## config.mk

```make
export PLATFORM = sky130hd
export DESIGN_NAME = ahb_bus_arbiter
export DESIGN_NICKNAME = d
export VERILOG_FILES = /design/src/rtl/ahb_arb_pkg.sv /design/src/rtl/ahb_arb_rr.sv /design/src/rtl/ahb_bus_arbiter.sv
export SDC_FILE = /design/constraint.sdc
export NUM_CORES = 1
export LEC_CHECK = 0
export CAP_MARGIN = 20
export CORE_AREA = 2 2 104 106
export CTS_CLUSTER_SIZE = 40
export DETAILED_ROUTE_END_ITERATION = 8
export DIE_AREA = 0 0 106 108
export GPL_TIMING_DRIVEN = 1
export HOLD_SLACK_MARGIN = 0.05
export SYNTH_ARGS = -nofsm -noshare
export SYNTH_HDL_FRONTEND = slang
export SYNTH_HIERARCHICAL = 1
export SYNTH_SLANG_ARGS = --single-unit
```

## constraint.sdc

```tcl
create_clock -name HCLK -period 3.6 [get_ports HCLK]
set_clock_uncertainty 0.05 [all_clocks]
set_input_delay 0.54 -clock HCLK [delete_from_list [all_inputs] [get_ports HCLK]]
set_output_delay 0.54 -clock HCLK [all_outputs]
set_load 0.01 [all_outputs]
```

## src/rtl/ahb_arb_pkg.sv

```systemverilog
// ahb_arb_pkg: shared types and helpers for the two-master AHB-Lite arbiter
package ahb_arb_pkg;
   localparam int NMASTERS = 2;
   typedef enum logic {OWN0 = 1'b0, OWN1 = 1'b1} owner_t;
   function automatic int hold_w(input int max_hold);
      return (max_hold > 1) ? $clog2(max_hold) : 1;
   endfunction
endpackage

```

## src/rtl/ahb_arb_rr.sv

```systemverilog
// ahb_arb_rr: next-owner round-robin with optional locked hold (AHB_ARB_LOCK_EN)
module ahb_arb_rr
   import ahb_arb_pkg::*;
`ifdef AHB_ARB_LOCK_EN
#(
   parameter int MAX_HOLD = 4,
   parameter int HW = hold_w(MAX_HOLD)
)
`endif
(
   input  owner_t              owner,
   input  logic [NMASTERS-1:0] hreq,
`ifdef AHB_ARB_LOCK_EN
   input  logic [NMASTERS-1:0] hlock,
   input  logic [HW-1:0]       hold,
   output logic [HW-1:0]       nxt_hold,
`endif
   output owner_t              nxt_owner
);
`ifdef AHB_ARB_LOCK_EN
   logic stay_lock;
   always_comb begin
      stay_lock = hlock[owner] & hreq[owner] & (~hreq[~owner] | (hold < HW'(MAX_HOLD - 1)));
      nxt_owner = (!stay_lock && hreq[~owner]) ? owner_t'(~owner) : owner;
      nxt_hold  = !stay_lock ? '0 : (hold == HW'(MAX_HOLD - 1)) ? hold : hold + 1'b1;
   end
`else
   always_comb nxt_owner = hreq[~owner] ? owner_t'(~owner) : owner;
`endif
endmodule

```

## src/rtl/ahb_bus_arbiter.sv

```systemverilog
// ahb_bus_arbiter: two-master AHB-Lite arbiter with data-phase routing; HLOCK honoured
// only when AHB_ARB_LOCK_EN is defined.
module ahb_bus_arbiter
   import ahb_arb_pkg::*;
#(
   parameter int MAX_HOLD    = 4,
   parameter int RESET_OWNER = 0
) (
   input  logic                       HCLK,
   input  logic                       HRESETn,
   input  logic [NMASTERS-1:0]        HREQ,
   input  logic [NMASTERS-1:0]        HLOCK,
   input  logic [NMASTERS-1:0][31:0]  M_HADDR,
   input  logic [NMASTERS-1:0]        M_HWRITE,
   input  logic [NMASTERS-1:0][31:0]  M_HWDATA,
   output logic [NMASTERS-1:0]        HGRANT,
   output logic [NMASTERS-1:0]        HDONE,
   output logic [NMASTERS-1:0]        HRVALID,
   output logic [31:0]                M_HRDATA,
   output logic [31:0]                HADDR,
   output logic                       HWRITE,
   output logic [31:0]                HWDATA,
   input  logic [31:0]                HRDATA
);
   localparam owner_t RST_OWN = owner_t'(RESET_OWNER != 0);
   owner_t owner, nxt_owner, downer;
   logic   dvalid, dwrite;
`ifdef AHB_ARB_LOCK_EN
   localparam int HW = hold_w(MAX_HOLD);
   logic [HW-1:0] hold, nxt_hold;
   ahb_arb_rr #(.MAX_HOLD(MAX_HOLD)) u_rr (
      .owner(owner), .hreq(HREQ), .hlock(HLOCK), .hold(hold), .nxt_hold(nxt_hold), .nxt_owner(nxt_owner)
   );
   always_ff @(posedge HCLK or negedge HRESETn)
      if (!HRESETn) hold <= '0;
      else hold <= nxt_hold;
`else
   localparam int unused_max_hold = MAX_HOLD;
   logic unused_lock;
   assign unused_lock = ^HLOCK;
   ahb_arb_rr u_rr (.owner(owner), .hreq(HREQ), .nxt_owner(nxt_owner));
`endif
   // Reset drops any in-flight data phase so no HDONE or late write escapes
   always_ff @(posedge HCLK or negedge HRESETn)
      if (!HRESETn) begin
         owner  <= RST_OWN;
         dvalid <= 1'b0;
         downer <= OWN0;
         dwrite <= 1'b0;
      end else begin
         owner  <= nxt_owner;
         dvalid <= HREQ[owner];
         downer <= owner;
         dwrite <= HWRITE;
      end
   always_comb begin
      HGRANT   = {owner == OWN1, owner == OWN0};
      HADDR    = M_HADDR[owner];
      HWRITE   = M_HWRITE[owner] & HREQ[owner];
      HWDATA   = M_HWDATA[downer];
      M_HRDATA = HRDATA;
      HDONE    = {dvalid & (downer == OWN1), dvalid & (downer == OWN0)};
      HRVALID  = HDONE & {NMASTERS{~dwrite}};
   end
endmodule
```

# Word level (Yosys, flattened, before mapping)

Cells that the tools add are included.

$lt $le $gt $ge: 3
Multiplexer cells: 10
Bitwise logic cells: 7

Operators with widths:

| operator           | number |
|---|---|
| $mux 32            | 4 |
| $lt 1x2->1 const B | 3 |
| $mux 1             | 6 |
| $and 1x1->1        | 3 |
| $not 1->1          | 3 |
| $and 2x2->2        | 1 |

Flip-flop bits (word level): 4
Bits of input ports: 168
Logic and storage cells: 24

# Depth between registers and ports, before layout

Depth after elaboration: 3
Depth in mapped cells: 4
Mapped depth without buffers: 2

# Hierarchy

Netlist, hierarchy kept.

Modules (own cells, without submodules):

| module          | instances | cells an instance | area each (µm²) | sequential area each (µm²) |
|---|---|---|---|---|
| ahb_bus_arbiter | 1         | 118               | 1453.9          | 100.1 |
| ahb_arb_rr      | 1         | 2                 | 13.8            | 0.0 |

# Worst setup path before layout

OpenSTA, ideal clock, no wires.

Path kind: flip-flop to output port
From: reg owner
To: out HWRITE
Data arrival time: 1.033 ns
Required time: 3.010 ns
Slack: 1.977 ns
Stages on the path, launching flop included: 4
Path buffers: 2
Cell sequence: dfrtp_1 -> buf_6 -> buf_8 -> o21ai_0

Cells in the longest elaborated chain, start to end: 3
Elaborated cells on any way between the ends: 5

Ends and longest elaborated chain:

| element                                   | RTL line              | RTL |
|---|---|---|
| from (decl)                               | ahb_bus_arbiter.sv:26 | `owner_t owner, nxt_owner, downer;` |
| from (signal assigned)                    | ahb_bus_arbiter.sv:51 | `owner <= nxt_owner;` |
| $mux 1 (implied by the code) (2 in a row) | ahb_bus_arbiter.sv:59 | `HWRITE = M_HWRITE[owner] & HREQ[owner];` |
| $and 1x1->1 *                             | ahb_bus_arbiter.sv:59 |  |
| to (decl)                                 | ahb_bus_arbiter.sv:21 | `output logic HWRITE,` |

Every way passes the cells marked *; elsewhere a longest branch is shown, timed or not. The select of a mux whose other input is x is not followed.

# Worst setup path after layout

From: reg owner
To: out HADDR[9]

Cells in the longest elaborated chain, start to end: 2

Ends and longest elaborated chain:

| element                                    | RTL line              | RTL |
|---|---|---|
| $mux 32 (implied by the code) (2 in a row) | ahb_bus_arbiter.sv:58 | `HADDR = M_HADDR[owner];` |
| to (decl)                                  | ahb_bus_arbiter.sv:20 | `output logic [31:0] HADDR,` |

No other way between the ends. The select of a mux whose other input is x is not followed.

==> qor.yml <==
run_status:
  outcome: "completed"
worst_setup_path:
  worst-path-max-fanout: 25
  max_incr_delay_on_cp_ps: 740
  timing.critical_path.required_ps: 3010
  capture_instance_of_the_worst_register_to_register_path: "dvalid$_DFF_PN0_"
  category_of_cells_accounting_for_the_largest_share_of_critical_path_delay: "buffers and inverters"
  crit_type: "flop to output port"
  worst_r2r_startpoint: "owner$_DFF_PN0_"
  timing.critical_path.from_type: "flop"
  worst_setup_path_endpoint: "HADDR[9]"
  slowest_stage: "dfrtp_2"
  cp_data_arrival_time_ps: 2140
  worst-path-stages: 3
  r2r_setup_slack_ps: 2280
  worst_r2r_path_depth: 1
  crit_path_cell_trace: "buf_4 -> mux2_4 -> clkdlybuf4s50_1"
  startpoint: "owner$_DFF_PN0_"
  end_kind: "output port"
  bufs_and_invs_on_worst_path: 2
clock_network:
  clk_path_buf_depth: 2
  cts-buffers-inserted: 3
  cts-hold-fix-buffers: 0
  post_cts.repair.setup_buffers: 0
  cts.clk_slew.worst_paths_ps: 30
  clock_insertion_delay_worst_skew_ps: 220
  ctsRootBufferMaster: "clkbuf_8"
  clock_sinks: 4
  cts_htree_levels: 1
  cts_resized: 0
  tritoncts: "done"
sta:
  timing_max_transition_violations_final: 0
  final-setup-viol-count: 0
  finalHoldViolations: 0
  finalHoldWorstSlack_ps: 470
  time_the_worst_path_needs_with_i_o_delays_and_setup_ps: 2730
  final_ws_setup_ps: 866
  setup_tns_ps: 0
  worst_slew_pin_slew_ps: 604
  relSlewSlack: 0.597
  clock.fmax_mhz: 366
  timing.final.crit_share: 0.759
  setup_repair_after_global_routing_missed_its_margin: "no"
logic_synthesis:
  synth_nets: 288
  ys_seq_area_frac: 0.0682
  syn_inst: 120
  mappedNetlistArea_sq_mm: 0.00147
  synth-seq-cells: 4
  synthTopCellsByArea: "mux2_4, buf_4, mux2_2"
  synthesis.area_per_instance_sq_um: 12.2
  synthDominantAreaCellType: "mux2_4"
  synth_warnings: 6
  yosys.area.top_type_share: 0.542
  yosys.cell_types.count: 16
placed_design:
  placedCellCount: 423
  place_congestion: 0.674
  place_area_sq_mm: 0.00334
  worst_setup_slack_after_placement_ps: 1070
  portBuffers: 204
  place.detailed.hpwl_um: 4640
route:
  routed_via_density: 3.64
  first_iter_violations: 36
  drc: 0
  post_drt_wl_per_cell_um: 12.0
  vias: 1551
  first_pass_iteration_count_of_the_detailed_router: 2
  final_antenna_net_count: 0
  route.final.wire_length_um: 5110
layout:
  count_of_inserted_antenna_diode_cells: 0
  layout_commonest_cell: "clkdlybuf4s50_1"
  stdcell_area_sq_mm: 0.00338
  final_cell_mix: "clkdlybuf4s50_1, mux2_4, mux2_2"
  finalCoreUtilization: 0.330
  share_of_cells_above_drive_strength_1: 0.255
  layout.cells.non_filler: 426
  fin_nets: 460
  layout-area-overhead-vs-synth_pct: 130
flow_run:
  drv_cap: 0
floorplanning:
  initial_utilization: 0.143
  die_area_sq_mm: 0.0114
  floorplan.die.width_um: 106
  fp.coreArea_sq_mm: 0.0102
  chipHeight_um: 108
  count_of_pins_on_the_block_boundary: 271
  placement_rows: 37
global_routing:
  initial_antenna_violation_count: 0
  grt_pass1_vias: 1530
  globalRoute.totalOverflow: 0
  grtUsageTotal: 0.0770
  grt_max_degree: 26
  grt_first_pass_wirelength_um: 6960
worst_hold_path:
  class_of_the_tightest_hold_or_removal_check: "input pin to asynchronous set/reset pin"
pwr:
  total_power_mw: 0.679
  static-leakage-power_nw: 1.40
  max-vdd-ir-drop_mv: 0.137
  powerDensity_mw_per_mm2: 201
## per-layer routing
layer / share of wire / global-route usage / wire [um]
met5: 0 / 0 / 0
met4: 0.014 / 0.0263 / 70
met3: 0.17 / 0.0446 / 893
met2: 0.50 / 0.148 / 2570
met1: 0.31 / 0.0663 / 1580
## state kept, by name (all words and copies together) (netlist names)
register / count
owner: 1
dvalid: 1
dwrite: 1
downer: 1
## synth_stat cells, drive strengths merged
cell,number
mux2i,1
buf,41
nand3,1
nor2b,1
and3b,1
inv,2
dfrtp,4
o21ai,1
and2,1
nor3b,1
nand2,1
mux2,65
## worst min path at each step
stage / depth (start not counted) / end
final: 1 / dvalid$_DFF_PN0_
after global placement: 1 / dvalid$_DFF_PN0_
after detailed placement: 1 / dvalid$_DFF_PN0_
after global routing: 1 / dvalid$_DFF_PN0_
after CTS: 1 / dvalid$_DFF_PN0_
after floorplan: 0 / downer$_DFF_PN0_
## final cells by class
type / instances / area [sq um]
Clock buffer: 3 / 41.3
Fill cell: 1073 / 6850
Inverter: 2 / 7.51
Multi-Input combinational cell: 73 / 983
Sequential cell: 4 / 103
Tap cell: 136 / 170
Timing Repair Buffer: 208 / 2070
## power breakdown
part / leakage [nW] / switching (mW) / internal (mW) / total (mW)
combinational: 1.33 / 0.133 / 0.379 / 0.512
sequential: 0.0459 / 0.0237 / 0.0498 / 0.0735
clock: 0.0216 / 0.0223 / 0.0712 / 0.0935
## logic make-up after synthesis
kind of cell | synth area share
simple gates | 0.0256
compound gates | 0.00341
flops | 0.0682
buf+inv | 0.262
mux | 0.641
(Power assumes the default switching activity.)
